--- src/rtl/pdes_dispatch_ctrl.sv ---
// Dispatch controller for a PDES accelerator core: owns the AEG register file,
// sequences the core through IDLE/RUN/DONE/ABORT and serves CSR status reads.
module pdes_dispatch_ctrl #(
  parameter int unsigned NUM_AEG   = 8,
  parameter int unsigned AEG_IDX_W = 3,
  parameter int unsigned GVT_W     = 16
) (
  input  logic                   clk,
  input  logic                   rst_n,
  input  logic                   disp_inst_vld,
  input  logic [4:0]             disp_inst,
  input  logic [17:0]            disp_aeg_idx,
  input  logic                   disp_aeg_rd,
  input  logic                   disp_aeg_wr,
  input  logic [63:0]            disp_aeg_wr_data,
  output logic [17:0]            disp_aeg_cnt,
  output logic [15:0]            disp_exception,
  output logic                   disp_idle,
  output logic                   disp_stall,
  output logic                   disp_rtn_data_vld,
  output logic [63:0]            disp_rtn_data,
  input  logic                   is_master,
  input  logic                   core_done,
  input  logic [GVT_W-1:0]       core_gvt,
  output logic                   core_rst_n,
  output logic [NUM_AEG*64-1:0]  aeg_flat,
  input  logic                   csr_rd_vld,
  input  logic [15:0]            csr_address,
  output logic                   csr_rd_ack,
  output logic [63:0]            csr_rd_data
);

  typedef enum logic [1:0] {
    ST_IDLE  = 2'd0,
    ST_RUN   = 2'd1,
    ST_DONE  = 2'd2,
    ST_ABORT = 2'd3
  } state_t;

  typedef enum logic [1:0] {
    END_NONE    = 2'd0,
    END_DONE    = 2'd1,
    END_TIMEOUT = 2'd2,
    END_ABORT   = 2'd3
  } end_t;

  state_t      state, state_nx;
  end_t        last_end, last_end_nx;
  logic [63:0] aeg [NUM_AEG];

  logic inst_start, inst_abort, inst_bad;
  logic idx_ok, bad_idx;
  logic run_done, timeout_hit, timeout_fire;

  assign inst_start  = disp_inst_vld && (disp_inst == 5'd0);
  assign inst_abort  = disp_inst_vld && (disp_inst == 5'd1);
  assign inst_bad    = disp_inst_vld && (disp_inst > 5'd1);
  assign idx_ok      = disp_aeg_idx < 18'(NUM_AEG);
  assign bad_idx     = (disp_aeg_rd || disp_aeg_wr) && !idx_ok;

  // Non-masters finish immediately; a master finishes on core_done.
  assign run_done     = (state == ST_RUN) && (!is_master || core_done);
  assign timeout_hit  = (state == ST_RUN) && (aeg[6] != '0) && (aeg[5] == aeg[6] - 64'd1);
  assign timeout_fire = timeout_hit && !run_done;

  assign disp_aeg_cnt = 18'(NUM_AEG);
  // A start is only pending while inst 0 is presented in IDLE; it is taken at the next edge.
  assign disp_idle    = (state == ST_IDLE) && !inst_start;
  assign disp_stall   = (state != ST_IDLE) || inst_start;

  for (genvar g = 0; g < NUM_AEG; g++) begin : g_flat
    assign aeg_flat[g*64 +: 64] = aeg[g];
  end

  // Next-state and end-reason selection; done beats timeout beats abort.
  always_comb begin
    state_nx    = state;
    last_end_nx = last_end;
    unique case (state)
      ST_IDLE: if (inst_start) state_nx = ST_RUN;
      ST_RUN: begin
        if (run_done) begin
          state_nx    = ST_DONE;
          last_end_nx = END_DONE;
        end else if (timeout_hit) begin
          state_nx    = ST_ABORT;
          last_end_nx = END_TIMEOUT;
        end else if (inst_abort) begin
          state_nx    = ST_ABORT;
          last_end_nx = END_ABORT;
        end
      end
      ST_DONE, ST_ABORT: state_nx = ST_IDLE;
      default: state_nx = ST_IDLE;
    endcase
  end

  // FSM, AEG file, registered dispatch/core/CSR outputs.
  always_ff @(posedge clk or negedge rst_n) begin
    if (!rst_n) begin
      state             <= ST_IDLE;
      last_end          <= END_NONE;
      core_rst_n        <= 1'b0;
      disp_exception    <= '0;
      disp_rtn_data_vld <= 1'b0;
      disp_rtn_data     <= '0;
      csr_rd_ack        <= 1'b0;
      csr_rd_data       <= '0;
      for (int unsigned i = 0; i < NUM_AEG; i++) aeg[i] <= '0;
    end else begin
      state          <= state_nx;
      last_end       <= last_end_nx;
      core_rst_n     <= (state_nx == ST_RUN) && is_master;
      disp_exception <= {13'h0, timeout_fire, bad_idx, inst_bad};

      for (int unsigned i = 0; i < NUM_AEG; i++) begin
        if (disp_aeg_wr && (disp_aeg_idx == 18'(i)) && i != 4 && i != 5 && i != 7)
          aeg[i] <= disp_aeg_wr_data;
      end

      if ((state == ST_IDLE) && inst_start)
        aeg[5] <= '0;
      else if ((state == ST_RUN) && (aeg[5] != '1))
        aeg[5] <= aeg[5] + 64'd1;

      if ((state == ST_RUN) && is_master && core_done)
        aeg[4] <= 64'(core_gvt);

      // Status snapshot pairs the end reason being recorded with the state it was
      // recorded from, so it trails the live FSM state by one cycle.
      aeg[7] <= {60'h0, last_end_nx, state};

      disp_rtn_data_vld <= disp_aeg_rd;
      disp_rtn_data     <= (disp_aeg_rd && idx_ok) ? aeg[disp_aeg_idx[AEG_IDX_W-1:0]] : '0;

      csr_rd_ack <= csr_rd_vld;
      if (csr_rd_vld) begin
        unique case (csr_address)
          16'd0:   csr_rd_data <= aeg[7];
          16'd1:   csr_rd_data <= aeg[4];
          16'd2:   csr_rd_data <= aeg[5];
          default: csr_rd_data <= '0;
        endcase
      end else begin
        csr_rd_data <= '0;
      end
    end
  end

endmodule

--- config.mk ---
export PLATFORM = sky130hd
export DESIGN_NAME = pdes_dispatch_ctrl
export DESIGN_NICKNAME = d
export VERILOG_FILES = /design/src/rtl/pdes_dispatch_ctrl.sv
export SDC_FILE = /design/constraint.sdc
export NUM_CORES = 1
export LEC_CHECK = 0
export CAP_MARGIN = 20
export CORE_AREA = 4 4 310 312
export DETAILED_ROUTE_END_ITERATION = 12
export DIE_AREA = 0 0 314 316
export GPL_TIMING_DRIVEN = 0
export PLACE_DENSITY = 0.56
export REMOVE_ABC_BUFFERS = 1
export SLEW_MARGIN = 20
export SYNTH_ARGS = -nofsm -noshare
export SYNTH_HDL_FRONTEND = slang
export SYNTH_SLANG_ARGS = --single-unit
export TNS_END_PERCENT = 10
--- constraint.sdc ---
create_clock -name clk -period 3.3 [get_ports clk]
set_input_delay 0.66 -clock clk [delete_from_list [all_inputs] [get_ports clk]]
set_output_delay 0.66 -clock clk [all_outputs]
set_load 0.005 [all_outputs]
After elaboration in Yosys (flattened, before gate mapping)

Index checks and enable logic that the tools add are counted.

Flip-flop bits (word level): 542
Input port bits: 127
Output and inout port bits: 679
Word-level logic and storage cells: 87

Add/subtract/negate cells: 2
Magnitude comparators: 3
Eq/ne operators: 13
Mux-type cells: 17
Bitwise operators: 1
Reduce and logical (&&, ||, !) cells: 35

Operators with widths:

| operator                | count |
|---|---|
| $mux W64                | 6 |
| $bmux W64 S3            | 1 |
| $pmux W64 S3            | 1 |
| $add A64 B1 Y64 const B | 1 |
| $eq A64 B64 Y1          | 1 |
| $ne A64 B64 Y1 const B  | 1 |
| $reduce_bool A64 Y1     | 1 |
| $sub A64 B1 Y64 const B | 1 |
| $eq A18 B2 Y1 const B   | 2 |
| $logic_and A1 B1 Y1     | 20 |
| $eq A18 B1 Y1 const B   | 1 |
| $eq A18 B3 Y1 const B   | 1 |
| $logic_not A18 Y1       | 1 |
| $lt A18 B4 Y1 const B   | 1 |
| $eq A16 B1 Y1 const B   | 1 |
| $eq A16 B2 Y1 const B   | 1 |
| $logic_not A16 Y1       | 1 |
| $mux W2                 | 8 |
| $pmux W2 S3             | 1 |
| $eq A5 B1 Y1 const B    | 1 |
| $gt A5 B1 Y1 const B    | 1 |
| $logic_not A5 Y1        | 1 |
| $eq A2 B1 Y1 const B    | 2 |
| $eq A2 B2 Y1 const B    | 2 |
| other kinds (7)         | 13 |

Logic depth before layout (Yosys ltp)

Word-level depth: 8
Depth in mapped cells: 11
Mapped depth without buffers: 11

Worst setup path before layout

Ideal clock, no wire load.

Path type: reg2reg
Start: reg aeg, in the netlist aeg_flat[415]
End: reg core_rst_n
Setup time: 120 ps
Arrival: 3286 ps
Required time: 3180 ps
Setup slack: -107 ps
Cell stages (with the launch flop): 10
Buffers on the path: 0
Period minus slack after synthesis: 3407 ps
Path through: dfrtp_1 > or4_4 > nor4_1 > nand2_1 > nor4_1 > xnor2_1 > nand2_1 > a2111oi_0 > nand4_1 > and4_1

Longest elaborated chain between the ends: 8
Elaborated cells on any way between the ends: 10
Classes of those cells: add/sub (1); eq/ne (2); mux (3); reduce/logical (4)

RTL lines:

| what                                                   | line | RTL |
|---|---|---|
| start: declaration                                     | 49   | `logic [63:0] aeg [NUM_AEG];` |
| start signal: indexed assignment                       | 118  | `aeg[i] <= disp_aeg_wr_data;` |
| $sub A64 B1 Y64 or $reduce_bool A64 Y1 (tied branches) | 63   | `assign timeout_hit = (state == ST_RUN) && (aeg[6] != '0) && (aeg[5] == aeg[6] - 64'd1);` |
| $eq A64 B64 Y1 or $logic_and A1 B1 Y1 (tied branches)  | 63   |  |
| $logic_and A1 B1 Y1 *                                  | 63   |  |
| $mux W2 *                                              | 85   | `end else if (timeout_hit) begin` |
| $mux W2 *                                              | 82   | `if (run_done) begin` |
| $pmux W2 S3 *                                          | 79   | `unique case (state)` |
| $eq A2 B1 Y1 *                                         | 113  | `core_rst_n <= (state_nx == ST_RUN) && is_master;` |
| $logic_and A1 B1 Y1 *                                  | 113  |  |
| end signal: assignment                                 | 113  |  |
| end: declaration                                       | 25   | `output logic core_rst_n,` |

Every way passes the cells marked *; elsewhere a longest branch is shown, timed or not.
A chain may end at the register's enable or synchronous reset.

Final worst setup path

Start: reg aeg, in the netlist aeg_flat[409]
End: reg core_rst_n

The elaborated chain is that of the path after synthesis.

==> results_dict.tcl <==
set metrics [dict create \
    outcome "finished with violations" \
    failed_checks "negative setup slack" \
    numCtsBuffers 67 \
    fp.coreArea_sq_mm 0.0930 \
    hpwl_um 79300 \
    total_leakage_power_nw 16.7 \
    track_usage_pct 20.9 \
    maxCapViolations 0 \
    postSynthCellCount 2177 \
    cp.arrival_ns 4.02 \
    drt-wirelength-per-cell_um 25.6 \
    worst_setup_skew_after_layout_ns 0.0203 \
    ff2ff_setup_slack_ns -0.23 \
    utilization_pct 40.2 \
    drt_drc_violations_left 0 \
    syn-cell-area_sq_mm 0.0264 \
    netlist.top_cell.by_area "sky130_fd_sc_hd__dfrtp_1" \
    cts.root.buffer_cell "sky130_fd_sc_hd__clkbuf_16" \
    clock_tree.htree_level_count 3 \
    yosysSeqAreaShare_pct 51.2 \
    worst_setup_path_end_kind "flip-flop" \
    layout-drive-gt1-share_pct 24.6 \
    crit_start "aeg_flat[409]" \
    fmax_mhz 283 \
    reg2regPathDepth 12 \
    finalCritPeriodShare_pct 107 \
    dr_total_vias 20197 \
    clk_pin_slew_ns 0.06 \
    ranking_of_synthesized_cells_by_area "sky130_fd_sc_hd__dfrtp_1 51%, sky130_fd_sc_hd__mux2_2 14%, sky130_fd_sc_hd__mux4_2 5.8%" \
    grt_pass1_vias 20647 \
    synthMostInstantiatedCell "sky130_fd_sc_hd__dfrtp_1" \
    hold_viol 0 \
    maximum_number_of_pins_on_one_net_before_global_route_repair 92 \
    cts.sink_count 540 \
    rsz0062_at_grt "true" \
    synth_top_area_share_pct 51.2 \
    netlist-cell-type-count 63 \
    synthTopCellsByCount "540 x sky130_fd_sc_hd__dfrtp_1, 336 x sky130_fd_sc_hd__mux2_2, 179 x sky130_fd_sc_hd__nor2_1" \
    global_route_wire_length_before_repair_um 153000 \
    timing.max_slew.rel_slack_pct 44.0 \
    ioPinCount 806 \
    antenna_violations_before_repair 4 \
    post-route-worst-setup-slack_ns -0.232 \
    worstSetupPathType "reg2reg" \
    fp.dieH_um 316 \
    critical_path_peak_fanout 5 \
    die-area_sq_mm 0.0992 \
    tightestPinTransition_ns 0.840 \
    synth.yosys.warnings 0 \
    setup.worst_path.start_class "flip-flop" \
    detail_route.iter0.violations 1338 \
    final_period_minus_worst_setup_slack_ns 3.53 \
    die_w_um 314 \
    crit_path_max_incr_delay_ns 0.55 \
    synthToLayoutAreaGrowth_pct 41.8 \
    async_reset_ff_share_pct 100 \
    finalWeightedCongestion 0.827 \
    path_cells "or4_4 > buf_4 > buf_4 > nor4_2 > nand2_1 > nor4_1 > xnor2_1 > nand2_1 > a2111oi_1 > nand4_1 > buf_6 > and4_1" \
    worst_ep_required_time_ns 3.79 \
    port-buffer-count 666 \
    powerDensity_mw_per_mm2 463 \
    worst_skew_pair.late_latency_ns 0.62 \
    hold_class "reg2reg" \
    synth-seq-cells 540 \
    row_count 112 \
    synthFlopType "sky130_fd_sc_hd__dfrtp_1" \
    max-vdd-ir-drop_mv 0.348 \
    wl_um 106000 \
    cts_tree "yes" \
    reg2reg_from "aeg_flat[409]" \
    number_of_enable_flip_flop_cells_after_synthesis 0 \
    setup-tns-final_ns -0.777 \
    clock_tree.buffer_depth 3 \
    final_net_count 2983 \
    whs_path_cells 0 \
    cpMaxStageDelayCell "sky130_fd_sc_hd__or4_4" \
    start_util_pct 28.4 \
    grt_remaining_overflow 0 \
    setup_viol 5 \
    synth.avg_cell_area_sq_um 12.1 \
    timing.critical_path.to "core_rst_n" \
    ant_nets 0 \
    rr_endpoint "core_rst_n" \
    vias_per_cell 4.86 \
    slew_viol_final 0 \
    firstDrtPassIters 5 \
]
[power breakdown]
group / total, mW / switching, mW / internal (mW) / leakage, nW
combinational: 2.09 / 1.01 / 1.07 / 8.20
sequential: 7.62 / 0.769 / 6.85 / 7.36
clock: 7.63 / 2.99 / 4.63 / 1.11
[how the worst min path moves through the flow]
stage	start	to	slack, ns
floorplan	rst_n	aeg_flat[0]	0.36
global placement	state[1]	aeg_flat[449]	0.43
detailed placement	state[1]	aeg_flat[449]	0.45
CTS	state[1]	aeg_flat[449]	0.46
global route	state[1]	aeg_flat[449]	0.49
finish	state[1]	aeg_flat[449]	0.47
[per-layer routing]
layer	share of wire, %	vias up	track usage (%)
li1	-	8947	-
met1	41	10411	25.7
met2	50	678	36.3
met3	5.7	161	4.21
met4	3.4	0	7.54
met5	0	-	0
[kinds of logic after synthesis]
logic type | count (synthesis) | synth area share [%]
adder cells (fa/ha/maj) | 2 | 0.0948
AND/OR/NAND/NOR | 543 | 10.8
multiplexers | 439 | 21.5
other | 2 | 0.0285
buffers and inverters | 308 | 6.39
flip-flops | 540 | 51.2
AO/OA/AOI/OAI | 197 | 5.21
XOR/XNOR | 146 | 4.84
[state kept, by name, summed over array words and instances (netlist names)]
name               flops
aeg_flat             403
core_rst_n             1
csr_rd_ack             1
csr_rd_data           64
disp_exception         3
disp_rtn_data         64
disp_rtn_data_vld      1
last_end               1
state                  2
[cells in the final DEF (no fill, tap or decap), types with 12 or more instances in the layout]
cell | Yosys | layout
sky130_fd_sc_hd__clkdlybuf4s50_1 | 0 | 661
sky130_fd_sc_hd__dfrtp_1 | 540 | 516
sky130_fd_sc_hd__mux2_2 | 336 | 336
sky130_fd_sc_hd__nor2_1 | 179 | 175
sky130_fd_sc_hd__conb_1 | 2 | 139
sky130_fd_sc_hd__xnor2_1 | 90 | 89
sky130_fd_sc_hd__clkbuf_16 | 0 | 71
sky130_fd_sc_hd__mux4_2 | 68 | 68
sky130_fd_sc_hd__and3_1 | 64 | 62
sky130_fd_sc_hd__a22oi_1 | 62 | 62
sky130_fd_sc_hd__nand2_1 | 66 | 60
sky130_fd_sc_hd__xor2_1 | 56 | 56
sky130_fd_sc_hd__a211oi_1 | 50 | 50
sky130_fd_sc_hd__buf_4 | 139 | 49
sky130_fd_sc_hd__mux2i_1 | 35 | 35
sky130_fd_sc_hd__nand4_1 | 34 | 34
sky130_fd_sc_hd__o21ai_0 | 32 | 30
sky130_fd_sc_hd__nand3_1 | 35 | 30
sky130_fd_sc_hd__nor3_1 | 32 | 27
sky130_fd_sc_hd__nor4_1 | 40 | 24
sky130_fd_sc_hd__dfrtp_2 | 0 | 24
sky130_fd_sc_hd__clkbuf_8 | 0 | 21
sky130_fd_sc_hd__a21oi_1 | 18 | 18
sky130_fd_sc_hd__inv_1 | 20 | 18
sky130_fd_sc_hd__buf_6 | 1 | 18
sky130_fd_sc_hd__or3_1 | 17 | 15
sky130_fd_sc_hd__clkbuf_1 | 129 | 13
sky130_fd_sc_hd__buf_16 | 0 | 13
sky130_fd_sc_hd__nor4_4 | 1 | 12
[final cells by class]
class	count	area [sq um]
antenna	2	5.00
inverter	20	75.1
multi-input combinational	1466	12200
tap	1254	1570
timing repair buffer	759	7780
sequential	540	13500
clock buffer	105	2110
clock inverter	14	166
fill	8908	55600
[critical path: cells and delay by family (launching register included)]
kind	cells	cell delay [ns]
xor gates and xnor gates	1	0.20
buffers and inverters	3	0.47
and+or+nand+nor	7	1.84
DFF	1	0.42
AOI/OAI and AO/OA	1	0.47
[metrics by stage]
| stage | cell area (sq um) | hold slack, ns | std cells | power, mW | setup WS [ns] |
|---|---|---|---|---|---|
| 6_report | 37400 | 0.465 | 4160 | 17.3 | -0.232 |
| 5_1_grt | 37400 | 0.493 | 4159 | 18.1 | -0.331 |
| 4_1_cts | 37300 | 0.463 | 4156 | 17.6 | -0.213 |
| 3_5_place_dp | 34400 | 0.450 | 4010 | 9.81 | -1.89 |
| 3_3_place_gp | 33500 | 0.430 | 3946 | 9.81 | -24.36 |
| 2_1_floorplan | 25300 | 0.364 | 2026 | 8.21 | -4.81 |
[repair_timing]
| action | 4_1_cts | 5_1_grt |
|---|---|---|
| gates cloned | 0 | 0 |
| hold endpoints to repair | 34 | 0 |
| pin swaps | 19 | 2 |
| resized for setup | 87 | 24 |
| setup buffers | 26 | 2 |
| setup endpoints to repair | 114 | 50 |
| hold buffers | 1 | 0 |
(Power assumes the default switching activity.)
